==> config.mk <==
export PLATFORM = sky130hd
export DESIGN_NAME = hex_scan_counter_flat
export DESIGN_NICKNAME = d
export VERILOG_FILES = /design/src/rtl/seg7_pkg.sv /design/src/rtl/hex_scan_counter_if.sv /design/src/rtl/seg7_decode.sv /design/src/rtl/hex_scan_counter.sv /design/src/flat_wrapper.sv
export SDC_FILE = /design/constraint.sdc
export NUM_CORES = 1
export LEC_CHECK = 0
export ABC_AREA = 1
export CORE_MARGIN = 8
export CORE_UTILIZATION = 56
export CTS_BUF_LIST = sky130_fd_sc_hd__clkbuf_8 sky130_fd_sc_hd__clkbuf_16
export DETAILED_ROUTE_END_ITERATION = 16
export HOLD_SLACK_MARGIN = 0.1
export PLACE_DENSITY = 0.86
export SLEW_MARGIN = 20
export SYNTH_ARGS = -nofsm -noshare
export SYNTH_HDL_FRONTEND = slang
export SYNTH_HIERARCHICAL = 1
export SYNTH_SLANG_ARGS = --single-unit
==> constraint.sdc <==
create_clock -name clk -period 3.8 [get_ports clk]
set_input_delay 1.14 -clock clk [delete_from_list [all_inputs] [get_ports clk]]
set_output_delay 1.14 -clock clk [all_outputs]
set_load 0.005 [all_outputs]
==> src/rtl/seg7_pkg.sv <==
// seg7_pkg -- shared seven-segment definitions.
// Purpose : holds the hex-digit segment table (bit 0 = a ... bit 6 = g,
//           active-high) and the segment index constants, plus a small
//           lookup helper used by the decoder.
// Ports   : none (package).
package seg7_pkg;

  localparam int SEG_W = 7;

  // Segment index constants, seg[SEG_A] is segment a.
  localparam int SEG_A = 0;
  localparam int SEG_B = 1;
  localparam int SEG_C = 2;
  localparam int SEG_D = 3;
  localparam int SEG_E = 4;
  localparam int SEG_F = 5;
  localparam int SEG_G = 6;

  // Element 0 is the leftmost entry, so the table reads in hex order 0..F.
  localparam logic [0:15][SEG_W-1:0] SEG_TABLE = {
    7'h3F, 7'h06, 7'h5B, 7'h4F, 7'h66, 7'h6D, 7'h7D, 7'h07,
    7'h7F, 7'h6F, 7'h77, 7'h7C, 7'h39, 7'h5E, 7'h79, 7'h71
  };

  function automatic logic [SEG_W-1:0] seg7_lookup(input logic [3:0] nibble);
    return SEG_TABLE[nibble];
  endfunction

endpackage

==> src/rtl/hex_scan_counter_if.sv <==
// hex_scan_counter_if -- control/status bundle of the hex scan counter.
// Purpose : groups every non-clock, non-reset signal of hex_scan_counter.
// Signals : run, up_dn, load, load_val, div_max, manual, manual_val
//           (driven by the master); count, tick, wrap, seg, dig_en
//           (driven by the counter, the slave side).
interface hex_scan_counter_if
  import seg7_pkg::*;
#(
  parameter int DIGITS = 2,
  parameter int DIV_W  = 12
);

  logic                  run;
  logic                  up_dn;
  logic                  load;
  logic [4*DIGITS-1:0]   load_val;
  logic [DIV_W-1:0]      div_max;
  logic                  manual;
  logic [4*DIGITS-1:0]   manual_val;
  logic [4*DIGITS-1:0]   count;
  logic                  tick;
  logic                  wrap;
  logic [SEG_W-1:0]      seg;
  logic [DIGITS-1:0]     dig_en;

  modport master (
    output run, up_dn, load, load_val, div_max, manual, manual_val,
    input  count, tick, wrap, seg, dig_en
  );

  modport slave (
    input  run, up_dn, load, load_val, div_max, manual, manual_val,
    output count, tick, wrap, seg, dig_en
  );

endinterface

==> src/rtl/seg7_decode.sv <==
// seg7_decode -- combinational hex nibble to seven-segment decoder.
// Ports : nibble in  4  hex digit value
//         seg    out 7  segments, active-high, seg[0]=a ... seg[6]=g
module seg7_decode
  import seg7_pkg::*;
(
  input  logic [3:0]         nibble,
  output logic [SEG_G:SEG_A] seg
);

  assign seg = seg7_lookup(nibble);

endmodule

==> src/rtl/hex_scan_counter.sv <==
// hex_scan_counter -- prescaled up/down hex counter with multiplexed
// seven-segment display scan.
// Ports : clk  in  single clock, all flops on its rising edge
//         rst  in  asynchronous, active-high reset
//         bus  slave side of hex_scan_counter_if:
//              run/up_dn/load/load_val  counter control
//              div_max                  prescaler terminal count
//              manual/manual_val        display source override
//              count/tick/wrap          counter status
//              seg/dig_en               registered display scan outputs
module hex_scan_counter
  import seg7_pkg::*;
#(
  parameter int DIGITS = 2,
  parameter int DIV_W  = 12,
  parameter int SCAN_W = 8
) (
  input logic               clk,
  input logic               rst,
  hex_scan_counter_if.slave bus
);

  localparam int CW    = 4 * DIGITS;
  localparam int IDX_W = (DIGITS > 1) ? $clog2(DIGITS) : 1;

  logic [DIV_W-1:0]  p_reg, p_next;
  logic              tick_reg, tick_next;
  logic [CW-1:0]     count_reg, count_next, count_step;
  logic              wrap_reg, wrap_next;
  logic [SCAN_W-1:0] s_reg;
  logic [IDX_W-1:0]  idx_reg, idx_next;
  logic [CW-1:0]     disp_val;
  logic [3:0]        nib [DIGITS];
  logic [3:0]        nib_sel;
  logic [SEG_W-1:0]  seg_dec, seg_reg;
  logic [DIGITS-1:0] dig_en_next, dig_en_reg;

  // Prescaler and counter. The terminal compare registers tick, and the
  // counter steps on the edge that closes a tick cycle, so wrap lands in
  // the cycle right after the step. Load wins over everything.
  always_comb begin
    p_next    = p_reg + DIV_W'(1);
    tick_next = 1'b0;
    if (p_reg == bus.div_max) begin
      p_next    = '0;
      tick_next = 1'b1;
    end

    count_step = bus.up_dn ? count_reg + CW'(1) : count_reg - CW'(1);
    count_next = count_reg;
    wrap_next  = 1'b0;

    if (bus.load) begin
      count_next = bus.load_val;
      p_next     = '0;
      tick_next  = 1'b0;
    end else if (tick_reg && bus.run) begin
      count_next = count_step;
      wrap_next  = bus.up_dn ? (&count_reg) : (count_reg == '0);
    end
  end

  // Digit index advances whenever the free-running scan counter rolls over.
  always_comb begin
    idx_next = idx_reg;
    if (&s_reg) begin
      if (idx_reg == IDX_W'(DIGITS - 1)) begin
        idx_next = '0;
      end else begin
        idx_next = idx_reg + IDX_W'(1);
      end
    end
  end

  assign disp_val = bus.manual ? bus.manual_val : count_reg;

  // Digit 0 is the least-significant nibble.
  generate
    for (genvar gi = 0; gi < DIGITS; gi++) begin : g_digit
      assign nib[gi]         = disp_val[4*gi +: 4];
      assign dig_en_next[gi] = (idx_reg == IDX_W'(gi));
    end
  endgenerate

  // Explicit compare chain keeps the select in range for any DIGITS.
  always_comb begin
    nib_sel = nib[0];
    for (int i = 1; i < DIGITS; i++) begin
      if (idx_reg == IDX_W'(i)) begin
        nib_sel = nib[i];
      end
    end
  end

  seg7_decode u_decode (
    .nibble (nib_sel),
    .seg    (seg_dec)
  );

  // seg and dig_en are captured together from the same digit index.
  always_ff @(posedge clk or posedge rst) begin
    if (rst) begin
      p_reg      <= '0;
      tick_reg   <= 1'b0;
      count_reg  <= '0;
      wrap_reg   <= 1'b0;
      s_reg      <= '0;
      idx_reg    <= '0;
      seg_reg    <= '0;
      dig_en_reg <= DIGITS'(1);
    end else begin
      p_reg      <= p_next;
      tick_reg   <= tick_next;
      count_reg  <= count_next;
      wrap_reg   <= wrap_next;
      s_reg      <= s_reg + SCAN_W'(1);
      idx_reg    <= idx_next;
      seg_reg    <= seg_dec;
      dig_en_reg <= dig_en_next;
    end
  end

  assign bus.count  = count_reg;
  assign bus.tick   = tick_reg;
  assign bus.wrap   = wrap_reg;
  assign bus.seg    = seg_reg;
  assign bus.dig_en = dig_en_reg;

endmodule

==> src/flat_wrapper.sv <==
// flat-port wrapper written by rule: the top's interface ports become plain ports
module hex_scan_counter_flat import seg7_pkg::*;
#(
  parameter int DIGITS = 2,
  parameter int DIV_W  = 12,
  parameter int SCAN_W = 8
)
  (clk, rst, bus_run, bus_up_dn, bus_load, bus_load_val, bus_div_max, bus_manual, bus_manual_val, bus_count, bus_tick, bus_wrap, bus_seg, bus_dig_en);
  hex_scan_counter_if #(.DIGITS(DIGITS), .DIV_W(DIV_W)) bus_i ();
  input logic clk;
  input logic rst;
  input wire logic [$bits(bus_i.run)-1:0] bus_run;
  input wire logic [$bits(bus_i.up_dn)-1:0] bus_up_dn;
  input wire logic [$bits(bus_i.load)-1:0] bus_load;
  input wire logic [$bits(bus_i.load_val)-1:0] bus_load_val;
  input wire logic [$bits(bus_i.div_max)-1:0] bus_div_max;
  input wire logic [$bits(bus_i.manual)-1:0] bus_manual;
  input wire logic [$bits(bus_i.manual_val)-1:0] bus_manual_val;
  output wire logic [$bits(bus_i.count)-1:0] bus_count;
  output wire logic [$bits(bus_i.tick)-1:0] bus_tick;
  output wire logic [$bits(bus_i.wrap)-1:0] bus_wrap;
  output wire logic [$bits(bus_i.seg)-1:0] bus_seg;
  output wire logic [$bits(bus_i.dig_en)-1:0] bus_dig_en;
  assign bus_i.run = bus_run;
  assign bus_i.up_dn = bus_up_dn;
  assign bus_i.load = bus_load;
  assign bus_i.load_val = bus_load_val;
  assign bus_i.div_max = bus_div_max;
  assign bus_i.manual = bus_manual;
  assign bus_i.manual_val = bus_manual_val;
  assign bus_count = bus_i.count;
  assign bus_tick = bus_i.tick;
  assign bus_wrap = bus_i.wrap;
  assign bus_seg = bus_i.seg;
  assign bus_dig_en = bus_i.dig_en;
  hex_scan_counter #(.DIGITS(DIGITS), .DIV_W(DIV_W), .SCAN_W(SCAN_W)) u_core (.clk(clk), .rst(rst), .bus(bus_i));
endmodule
# After elaboration in Yosys (flattened, before gate mapping)
# Memories as Yosys holds them, arrays and structs flattened. A register that Yosys moved wholly into a read port is not among the register bits.
# Cells that the tools add are included.
word_totals:
  reg_bits: 33
  wordCells: 34
  romBits: 112
  output_inout_bits: 19
  mem_count: 1
op_classes:
  addsub: 5
  bitwise: 2
  mux: 13
  eq_ne: 1
  reduce_logical: 5
mem_list:
  columns: ["memory", "words", "width", "rd", "rd_ports_with_merged_regs", "wr", "line_no", "text"]
  rows:
  - ["(name not given)", 16, 7, 1, 1, 0, "seg7_pkg.sv:26", "return SEG_TABLE[nibble];"]
ops:
  columns: ["operator", "count"]
  rows:
  - ["2-to-1 mux 8 bit", 4]
  - ["2-to-1 mux 12 bit", 2]
  - ["adder 8 x 1 -> 8 bit (second input constant)", 2]
  - ["AND reduction 8 bit", 2]
  - ["adder 12 x 1 -> 12 bit (second input constant)", 1]
  - ["equality test 12 bit", 1]
  - ["zero test 8 bit", 1]
  - ["subtractor 8 x 1 -> 8 bit (second input constant)", 1]
  - ["2-to-1 mux 1 bit", 6]
  - ["NOT 4 -> 5 bit", 1]
  - ["2-to-1 mux 4 bit", 1]
  - ["nonzero test 2 bit", 1]
  - ["adder 1 bit (second input constant)", 1]
  - ["logical AND 1 bit", 1]
  - ["NOT 1 bit", 1]

# Longest topological paths before layout
# Gate-level depths: netlist of the first run.
logic_depth:
  depth_word: 4
  ltp_mapped: 12
  depth_no_buf: 11

# Hierarchy
# Netlist of the first run, hierarchy kept.
by_module_without_submodules:
  columns: ["mod", "n_inst", "area_each_um2", "cells_per_inst"]
  rows:
  - ["hex_scan_counter", 1, 2297.2, 302]
  - ["seg7_decode", 1, 270.3, 52]

# Worst setup path after synthesis of the first run
# No wires, ideal clock.
synth_path:
  kind: "input to register"
  from: "input bus_manual"
  to: "register u_core.seg_reg[3] (netlist: u_core/bus.seg[3])"
  setup_slack_ns: 1.126
  setup_time_ns: 0.116
  cell_stages: 10
  arrival_ns: 2.558
  required_time_ns: 3.684
  cell_sequence: "inv_1 > clkbuf_1 > o21ai_0 > o21ai_0 > inv_1 > ha_1 > nand2_1 > o21ai_0 > nand2_1 > nand2_1"
synth_via:
  elab_chain_len: 3
synth_rtl:
  columns: ["item", "line_no", "text"]
  rows:
  - ["from (decl)", "flat_wrapper.sv:17", "input wire logic [$bits(bus_i.manual)-1:0] bus_manual;"]
  - ["2-to-1 mux 8 bit", "hex_scan_counter.sv:75", "assign disp_val = bus.manual ? bus.manual_val : count_reg;"]
  - ["2-to-1 mux 4 bit", "hex_scan_counter.sv:89", "if (idx_reg == IDX_W'(i)) begin"]
  - ["via u_core.nib_sel[1]", "hex_scan_counter.sv:34", "logic [3:0] nib_sel;"]
  - ["NOT 4 -> 5 bit (implied by the code)", "seg7_pkg.sv:26", null]
  - ["to (decl)", "hex_scan_counter.sv:35", "logic [SEG_W-1:0] seg_dec, seg_reg;"]
# The timed path passes the listed nets, and every way through them passes these cells.
# A chain may end at the register's enable or synchronous reset.

# Worst setup path in the final report of the first run
# Ends and elaborated chain as after synthesis.

==> flow_metrics.env, run 1 <==
export IMPL_grt_pass1_vias=2436
export IMPL_outcome="complete, no violations"
export IMPL_largest_reg_flops=12
export IMPL_clk_latency_ns=0.29
export IMPL_cap_violations=0
export IMPL_worst_endpoint_arrival_ns=3.26
export IMPL_antenna_left=0
export IMPL_synth_warnings=6
export IMPL_fp_dieW_um=83.7
export IMPL_drv_slew=0
export IMPL_fin_util_pct=73.8
export IMPL_fmax_mhz=325
export IMPL_worstPathMaxFanout=11
export IMPL_period_share_pct=81.1
export IMPL_crit_required_ns=3.98
export IMPL_internal_power_mw=0.770
export IMPL_clk_pin_slew_ns=0.08
export IMPL_fp_dieArea_um2=7010
export IMPL_ctsHoldBuffers=0
export IMPL_fin_tns_setup_ns=0
export IMPL_pwr_share_comb_pct=23.5
export IMPL_cts_made_buffers=5
export IMPL_fp_row_count=24
export IMPL_syn_num_nets=404
export IMPL_top_usage_layer="met2"
export IMPL_rrSetupSlack_ns=1.73
export IMPL_dp_final_hpwl_um=4590
export IMPL_met2_usage_pct=30.0
export IMPL_io_pins=53
export IMPL_place_gp_congestion=0.884
export IMPL_grt_max_degree=41
export IMPL_min_path_type="flip-flop to flip-flop"
export IMPL_rsz0062_at_grt="no"
export IMPL_fin_skew_ns=0.00371
export IMPL_vdd_ir_drop_worst_v=0.000199
export IMPL_worst_slew_pin_slew_ns=0.838
export IMPL_post_route_drc_count=0
export IMPL_finalCriticalPeriod_ns=3.08
export IMPL_synth_area_um2=2570
export IMPL_nFillCells=347
export IMPL_root_buffer="clkbuf_8"
export IMPL_cts_setup_buffers=0
export IMPL_drt_total_wl_um=6020
export IMPL_grt_pass1_wl_um=10600
export IMPL_cts_sinks=40
export IMPL_first_pass_iters=5
export IMPL_clockPowerShare_pct=32.9
export IMPL_vias_per_cell=5.06
export IMPL_n_antenna_cell=0
export IMPL_max_clock_path_buffers=2
export IMPL_die_h_um=83.7
export IMPL_seq_power_share_pct=43.5
export IMPL_synth_seq_cells=40
export IMPL_worstSetupEndpointType="flip-flop"
export IMPL_synthCells=354
export IMPL_drt_iter0_drc=105
export IMPL_worst_slack_ns=0.720
export IMPL_switching_share_pct=28.9
export IMPL_crit_start="bus_manual"
export IMPL_vias=2338
export IMPL_nets=459
export IMPL_overflow=0
export IMPL_grtUsageMet3_pct=5.57
export IMPL_drive_above_1_share_pct=4.63
export IMPL_ys_seq_area_share_pct=39.0
export IMPL_grt_util_met1_pct=20.2
export IMPL_syn_to_final_growth_pct=26.1
export IMPL_crit_type="input pin to flip-flop"
export IMPL_grtUsageTotal_pct=17.7
export IMPL_r2r_start="u_core/idx_reg$_DFFE_PP0P_"
export IMPL_p_leak_nw=1.60
export IMPL_cts_tree="done"
export IMPL_min_delay_start="u_core/idx_reg$_DFFE_PP0P_"
export IMPL_core_area_um2=4380
export IMPL_powerDensity_nw_per_um2=335
export IMPL_place_ws_ns=0.433
export IMPL_grt_antenna_before_repair=0
export IMPL_synth_area_per_cell_um2=7.25
export IMPL_start_util_pct=58.6
export IMPL_yosysUniqueCellTypes=33
export IMPL_wire_per_inst_um=13.0
export IMPL_cts_resized=0
export IMPL_power_switching_mw=0.313
export IMPL_portBuffers=52
export IMPL_slew_headroom_pct=43.5
export IMPL_start_kind="input pin"
export IMPL_setup_violations=0
export IMPL_htree_levels=2
export IMPL_hold_violations=0
## cell type report
type / instances / area, um^2 / area share, %
flip-flops and latches: 40 / 1000 / 31.0
multi-input cells: 257 / 1330 / 41.1
inverters: 52 / 195 / 6.03
well taps: 52 / 65.1 / 2.01
clock inverters: 3 / 46.3 / 1.43
repair buffers: 53 / 528 / 16.3
clock buffers: 5 / 68.8 / 2.13
## metrics by stage
| stage | std cells | instance area [um^2] | total power [mW] | hold slack, ns |
|---|---|---|---|---|
| 2_1_floorplan | 354 | 2570 | 0.619 | 0.375 |
| 3_3_place_gp | 454 | 3120 | 0.726 | 0.412 |
| 3_5_place_dp | 454 | 3120 | 0.731 | 0.413 |
| 4_1_cts | 462 | 3240 | 1.09 | 0.442 |
| 5_1_grt | 462 | 3240 | 1.14 | 0.461 |
| 6_report | 462 | 3240 | 1.08 | 0.439 |
## cells by family after synthesis
logic type | Yosys count | share of synthesized area (%)
XOR/XNOR | 16 | 5.46
AND/OR/NAND/NOR | 193 | 31.4
AO/OA/AOI/OAI | 32 | 6.87
flip-flops | 40 | 39.0
buffers and inverters | 57 | 9.11
adder cells (fa/ha/maj) | 16 | 8.09
## routing by layer
layer  up-vias  routed length, um
met5         -                  0
met4         0                 78
met3         8                395
met2        74               2840
met1      1046               2710
li1       1210                  -
## Yosys cell counts
cell type / instances / share of area, %
o21ai_1: 1 / 0.19
buf_4: 1 / 0.29
dfstp_2: 1 / 1.0
buf_6: 2 / 0.88
xnor2_1: 9 / 3.1
fa_1: 1 / 0.78
nand3_2: 1 / 0.39
o311ai_0: 1 / 0.34
or2_2: 1 / 0.24
nor4_1: 1 / 0.24
nand2_1: 118 / 17
nor2_2: 3 / 0.73
clkinv_1: 1 / 0.15
inv_1: 50 / 7.3
a21o_1: 1 / 0.29
dfrtp_1: 39 / 38
nor2_4: 1 / 0.44
nand4_1: 4 / 0.97
nand3_1: 25 / 4.9
buf_2: 1 / 0.19
a21oi_1: 7 / 1.4
a31oi_1: 1 / 0.24
o211ai_1: 3 / 0.88
nand3b_1: 2 / 0.58
xor2_1: 7 / 2.4
inv_2: 1 / 0.15
clkbuf_1: 1 / 0.15
nor3_1: 2 / 0.39
nand2_2: 2 / 0.49
o22ai_1: 1 / 0.24
ha_1: 15 / 7.3
nor2_1: 33 / 4.8
o21ai_0: 17 / 3.3
## worst max-delay path: stages
cell and delay (ns):
clkdlybuf4s50_1 0.49, inv_1 0.25, o21ai_0 0.10, o21ai_0 0.46, inv_1 0.20, ha_1 0.32
nand2_1 0.08, o21ai_0 0.09, nand2_1 0.08, nand2_1 0.05
## cells in the final DEF (no fill, tap or decap)
master / synthesis / layout
a21o_1: 1 / 1
nand3_2: 1 / 1
buf_4: 1 / 1
o21ai_1: 1 / 1
a21oi_1: 7 / 7
fa_1: 1 / 1
clkinv_1: 1 / 1
dfstp_2: 1 / 1
xnor2_1: 9 / 9
bufinv_16: 0 / 1
inv_2: 1 / 1
or2_2: 1 / 1
o211ai_1: 3 / 3
nor2_2: 3 / 3
nand4_1: 4 / 4
a31oi_1: 1 / 1
nor3_1: 2 / 2
nand2_1: 118 / 118
nor4_1: 1 / 1
ha_1: 15 / 15
nand3_1: 25 / 25
o22ai_1: 1 / 1
o311ai_0: 1 / 1
nand3b_1: 2 / 2
o21ai_0: 17 / 17
clkdlybuf4s50_1: 0 / 52
xor2_1: 7 / 7
clkinvlp_4: 0 / 1
clkbuf_8: 0 / 5
dfrtp_1: 39 / 39
nand2_2: 2 / 2
nor2_1: 33 / 33
nor2_4: 1 / 1
inv_1: 50 / 50
inv_6: 0 / 1
## power by group through the flow
| stage | logic, mW | clock network, mW | registers, mW |
|---|---|---|---|
| finish | 0.255 | 0.357 | 0.472 |
| global route | 0.289 | 0.376 | 0.475 |
| CTS | 0.255 | 0.364 | 0.472 |
| detailed placement | 0.252 | 0 | 0.480 |
| global placement | 0.247 | 0 | 0.480 |
| floorplan | 0.142 | 0 | 0.476 |
## final timing paths
check / end / cells past startpoint
min reg2reg: u_core/bus.dig_en[1]$_DFF_PP0_ / 0
min in group asynchronous: u_core/s_reg[0]$_DFF_PP0_ / 3
min: u_core/bus.dig_en[1]$_DFF_PP0_ / 0
max in group asynchronous: u_core/bus.dig_en[0]$_DFF_PP1_ / 3
max reg2reg: u_core/bus.seg[3]$_DFF_PP0_ / 9
max: u_core/bus.seg[3]$_DFF_PP0_ / 10
Note: power is estimated with default switching activity, not from simulation.
==> run 2, diff against run 1 <==
--- a/config.mk
+++ b/config.mk
@@ -7,11 +7,11 @@
 export LEC_CHECK = 0
 export ABC_AREA = 1
 export CORE_MARGIN = 8
-export CORE_UTILIZATION = 56
+export CORE_UTILIZATION = 47
 export CTS_BUF_LIST = sky130_fd_sc_hd__clkbuf_8 sky130_fd_sc_hd__clkbuf_16
 export DETAILED_ROUTE_END_ITERATION = 16
 export HOLD_SLACK_MARGIN = 0.1
-export PLACE_DENSITY = 0.86
+export PLACE_DENSITY = 0.77
 export SLEW_MARGIN = 20
 export SYNTH_ARGS = -nofsm -noshare
 export SYNTH_HDL_FRONTEND = slang
==> constraint.sdc (replaced) <==
create_clock -name clk -period 2.8 [get_ports clk]
set_input_delay 0.84 -clock clk [delete_from_list [all_inputs] [get_ports clk]]
set_output_delay 0.84 -clock clk [all_outputs]
set_load 0.005 [all_outputs]
==> flow_metrics.env, run 2 (synthesis gave the netlist of run 1 again) <==
export IMPL_ctsHoldBuffers=0
export IMPL_vias_per_cell=4.78
export IMPL_slew_headroom_pct=66.9
export IMPL_setup_violations=0
export IMPL_crit_required_ns=2.99
export IMPL_grtUsageTotal_pct=14.9
export IMPL_p_leak_nw=1.63
export IMPL_grt_pass1_wl_um=10100
export IMPL_core_area_um2=5410
export IMPL_outcome="complete, no violations"
export IMPL_cts_made_buffers=5
export IMPL_fmax_mhz=430
export IMPL_start_util_pct=47.5
export IMPL_p_total_mw=1.36
export IMPL_dp_cells=481
export IMPL_cap_violations=0
export IMPL_die_h_um=89.9
export IMPL_overflow=0
export IMPL_largest_reg_flops=12
export IMPL_max_clock_path_buffers=2
export IMPL_rsz0062_at_grt="no"
export IMPL_grt_antenna_before_repair=0
export IMPL_antenna_left=0
export IMPL_fp_row_count=27
export IMPL_vias=2338
export IMPL_root_buffer="clkbuf_8"
export IMPL_drt_iter0_drc=115
export IMPL_worst_slew_pin_slew_ns=0.496
export IMPL_finalNonFillerCells=489
export IMPL_fin_util_pct=60.8
export IMPL_htree_levels=2
export IMPL_drv_slew=0
export IMPL_post_route_drc_count=0
export IMPL_nFillCells=525
export IMPL_start_kind="input pin"
export IMPL_portBuffers=52
export IMPL_min_path_type="flip-flop to flip-flop"
export IMPL_cts_setup_buffers=0
export IMPL_fin_skew_ns=0.00530
export IMPL_final_common_cell="nand2_1"
export IMPL_worstSetupEndpointType="flip-flop"
export IMPL_stdcell_area_um2=3280
export IMPL_syn_to_final_growth_pct=27.9
export IMPL_vdd_ir_drop_worst_v=0.000183
export IMPL_fin_tns_setup_ns=0
export IMPL_grt_pass1_vias=2309
export IMPL_crit_type="input pin to flip-flop"
export IMPL_powerDensity_nw_per_um2=413
export IMPL_place_gp_congestion=0.899
export IMPL_dpl_cell_area_um2=3200
export IMPL_place_ws_ns=0.181
export IMPL_worstPathMaxFanout=11
export IMPL_worst_hold_slack_ns=0.448
export IMPL_cts_sinks=40
export IMPL_dp_final_hpwl_um=4640
export IMPL_clk_pin_slew_ns=0.08
export IMPL_grt_max_degree=41
export IMPL_wire_per_inst_um=11.8
export IMPL_worst_slack_ns=0.474
export IMPL_fp_dieArea_um2=8080
export IMPL_clk_latency_ns=0.29
export IMPL_worst_endpoint_arrival_ns=2.51
export IMPL_hold_violations=0
export IMPL_finalCriticalPeriod_ns=2.33
export IMPL_first_pass_iters=5
export IMPL_cts_tree="done"
export IMPL_drt_total_wl_um=5760
export IMPL_cts_resized=0
export IMPL_n_antenna_cell=0
export IMPL_nets=466
export IMPL_layout_common_cells="nand2_1 (118), clkdlybuf4s50_1 (52), inv_1 (51)"
export IMPL_io_pins=53
export IMPL_period_share_pct=83.1
export IMPL_drive_above_1_share_pct=6.00
export IMPL_fp_dieW_um=89.9
[run 2: cell count changes in the layout (fill, tap and decap cells not counted)]
cell / delta
clkinv_2: +1
buf_4: +7
inv_1: +1
bufinv_16: -1
inv_6: -1
[run 2: worst paths after layout]
| check | start | slack, ns | endpoint | cells after the start |
|---|---|---|---|---|
| setup reg to reg | u_core/idx_reg$_DFFE_PP0P_ | 0.94 | u_core/bus.seg[3]$_DFF_PP0_ | 10 |
| setup / recovery | bus_manual | 0.47 | u_core/bus.seg[3]$_DFF_PP0_ | 11 |
| hold reg to reg | u_core/idx_reg$_DFFE_PP0P_ | 0.45 | u_core/bus.dig_en[1]$_DFF_PP0_ | 0 |
| min in group asynchronous | rst | 0.97 | u_core/bus.dig_en[1]$_DFF_PP0_ | 3 |
| hold / removal | u_core/idx_reg$_DFFE_PP0P_ | 0.45 | u_core/bus.dig_en[1]$_DFF_PP0_ | 0 |
| max in group asynchronous | rst | 1.47 | u_core/bus.dig_en[0]$_DFF_PP1_ | 3 |
[run 2: cell type report]
| cell class | count | area [um^2] | share of cell area [%] |
|---|---|---|---|
| Multi-Input combinational cell | 257 | 1330 | 40.5 |
| Sequential cell | 40 | 1000 | 30.5 |
| Timing Repair Buffer | 60 | 581 | 17.7 |
| Inverter | 52 | 195 | 5.94 |
| Tap cell | 72 | 90.1 | 2.74 |
| Clock buffer | 5 | 68.8 | 2.10 |
| Clock inverter | 3 | 16.3 | 0.495 |
[run 2: report_power, final]
| group | total (mW) | internal, mW | leakage [nW] | switching [mW] |
|---|---|---|---|---|
| Combinational | 0.351 | 0.178 | 1.08 | 0.172 |
| Sequential | 0.640 | 0.608 | 0.504 | 0.0318 |
| Clock | 0.365 | 0.170 | 0.0453 | 0.195 |
[run 2: worst max-delay path: stages]
cell	delay [ns]
clkdlybuf4s50_1	0.47
inv_1	0.13
a21oi_1	0.14
o21ai_0	0.10
o21ai_0	0.12
inv_1	0.14
ha_1	0.31
nand2_1	0.07
o21ai_0	0.08
nand2_1	0.06
nand2_1	0.06
[run 2: per-layer routing]
| layer | wire, um | vias to the layer above | track usage (%) |
|---|---|---|---|
| met5 | 0 | - | 0 |
| met2 | 2580 | 60 | 24.2 |
| met4 | 63 | 0 | 4.44 |
| li1 | - | 1227 | - |
| met1 | 2690 | 1045 | 18.3 |
| met3 | 423 | 6 | 4.90 |
==> run 3, diff against run 2 <==
==> constraint.sdc (replaced) <==
create_clock -name clk -period 2 [get_ports clk]
set_input_delay 0.6 -clock clk [delete_from_list [all_inputs] [get_ports clk]]
set_output_delay 0.6 -clock clk [all_outputs]
set_load 0.005 [all_outputs]
==> flow_metrics.env, run 3 (synthesis gave the netlist of run 1 again) <==
export IMPL_n_antenna_cell=0
export IMPL_fin_skew_ns=0.00867
export IMPL_cp_buffers_inverters=1
export IMPL_vias=2452
export IMPL_r2r_start="u_core/idx_reg$_DFFE_PP0P_"
export IMPL_clk_pin_slew_ns=0.08
export IMPL_path_cells="clkdlybuf4s50_1"
export IMPL_grt_pass1_wl_um=10800
export IMPL_fin_util_pct=64.1
export IMPL_wire_per_inst_um=12.8
export IMPL_finalCriticalPeriod_ns=1.95
export IMPL_period_share_pct=97.7
export IMPL_p_leak_nw=1.70
export IMPL_antenna_left=0
export IMPL_cpLargestDelayFamily="buffers and inverters"
export IMPL_grt_antenna_before_repair=0
export IMPL_layout_common_cells="nand2_1 (117), clkdlybuf4s50_1 (50), inv_1 (47)"
export IMPL_dpl_cell_area_um2=3280
export IMPL_largest_reg_flops=12
export IMPL_fp_row_count=27
export IMPL_fp_dieArea_um2=8080
export IMPL_drt_total_wl_um=6410
export IMPL_place_gp_congestion=0.891
export IMPL_setup_violations=0
export IMPL_syn_to_final_growth_pct=35.0
export IMPL_r2r_end="u_core/bus.seg[3]$_DFF_PP0_"
export IMPL_outcome="complete, no violations"
export IMPL_cts_made_buffers=5
export IMPL_stdcell_area_um2=3470
export IMPL_worstSetupEndpointType="output port"
export IMPL_start_kind="flip-flop"
export IMPL_start_util_pct=47.5
export IMPL_drive_above_1_share_pct=12.2
export IMPL_fmax_mhz=512
export IMPL_drv_slew=0
export IMPL_rrSetupSlack_ns=0.22
export IMPL_cpPeakStageDelay_ns=0.56
export IMPL_dp_final_hpwl_um=4860
export IMPL_nets=476
export IMPL_grt_pass1_vias=2369
export IMPL_vdd_ir_drop_worst_v=0.000337
export IMPL_drt_iter0_drc=95
export IMPL_final_common_cell="nand2_1"
export IMPL_post_route_drc_count=0
export IMPL_overflow=0
export IMPL_cp_slowest_cell="clkdlybuf4s50_1"
export IMPL_root_buffer="clkbuf_8"
export IMPL_ctsHoldBuffers=0
export IMPL_worst_slew_pin_slew_ns=0.275
export IMPL_max_clock_path_buffers=2
export IMPL_crit_type="flip-flop to output port"
export IMPL_fin_tns_setup_ns=0
export IMPL_register_area_um2=1010
export IMPL_cts_tree="done"
export IMPL_cts_sinks=40
export IMPL_worstPathMaxFanout=5
export IMPL_hold_violations=0
export IMPL_die_h_um=89.9
export IMPL_min_path_type="flip-flop to flip-flop"
export IMPL_vias_per_cell=4.91
export IMPL_htree_levels=2
export IMPL_first_pass_iters=4
export IMPL_fp_dieW_um=89.9
export IMPL_min_to="u_core/bus.dig_en[1]$_DFF_PP0_"
export IMPL_worst_endpoint_arrival_ns=1.35
export IMPL_grtUsageTotal_pct=15.9
export IMPL_clk_latency_ns=0.29
export IMPL_rr_worst_depth=10
export IMPL_core_area_um2=5410
export IMPL_powerDensity_nw_per_um2=619
export IMPL_portBuffers=52
export IMPL_grt_max_degree=41
export IMPL_multi_input_area_um2=1380
export IMPL_io_pins=53
export IMPL_nFillCells=484
export IMPL_crit_start="u_core/bus.count[4]$_DFFE_PP0P_"
export IMPL_min_delay_start="u_core/idx_reg$_DFFE_PP0P_"
export IMPL_holdPathStages=0
export IMPL_slew_headroom_pct=81.5
export IMPL_crit_required_ns=1.40
export IMPL_cap_violations=0
## run 3: timing repair
action,CTS,global route
buffers inserted,0,0
gates resized for setup,3,16
endpoints found under the setup margin,4,15
gates cloned,0,1
## run 3: final cells by class
type	instances	share of cell area [%]
clock buffers	6	2.38
flip-flops and latches	40	29.1
repair inverters	1	0.144
well taps	72	2.60
inverters	52	5.70
repair buffers	69	19.2
clock inverters	2	1.12
multi-input cells	257	39.8
## run 3: worst max-delay path by stage
stage	endpoint	slack, ns	cells past startpoint
after floorplan	u_core/bus.seg[3]$_DFF_PP0_	0.08	10
after global placement	u_core/bus.count[5]$_DFFE_PP0P_	-0.32	8
after detailed placement	u_core/bus.count[5]$_DFFE_PP0P_	-0.36	8
after CTS	u_core/bus.seg[3]$_DFF_PP0_	0.002	11
after global routing	bus_count[4]	-0.01	1
final	bus_count[4]	0.05	1
## run 3: metrics by stage
stage,power [mW],worst slack [ns],instances,hold WS [ns]
after CTS,2.15,0.00191,498,0.450
after global routing,2.27,-0.0101,499,0.472
after floorplan,1.18,0.0844,354,0.375
after global placement,1.43,-0.319,490,0.422
after detailed placement,1.44,-0.357,490,0.433
final,2.15,0.0469,499,0.449
## run 3: power breakdown
group | internal [mW] | switching (mW)
clock | 0.408 | 0.289
combinational | 0.286 | 0.263
sequential | 0.853 | 0.0477
total | 1.55 | 0.599
## run 3: routing by layer
layer	vias to the layer above	GRT usage [%]	share of wire [%]	wire length, um
li1	1242	-	-	-
met1	1137	19.9	47	3020
met2	66	25.2	46	2950
met3	7	4.32	5.4	349
met4	0	7.07	1.5	93
met5	-	0	0	0
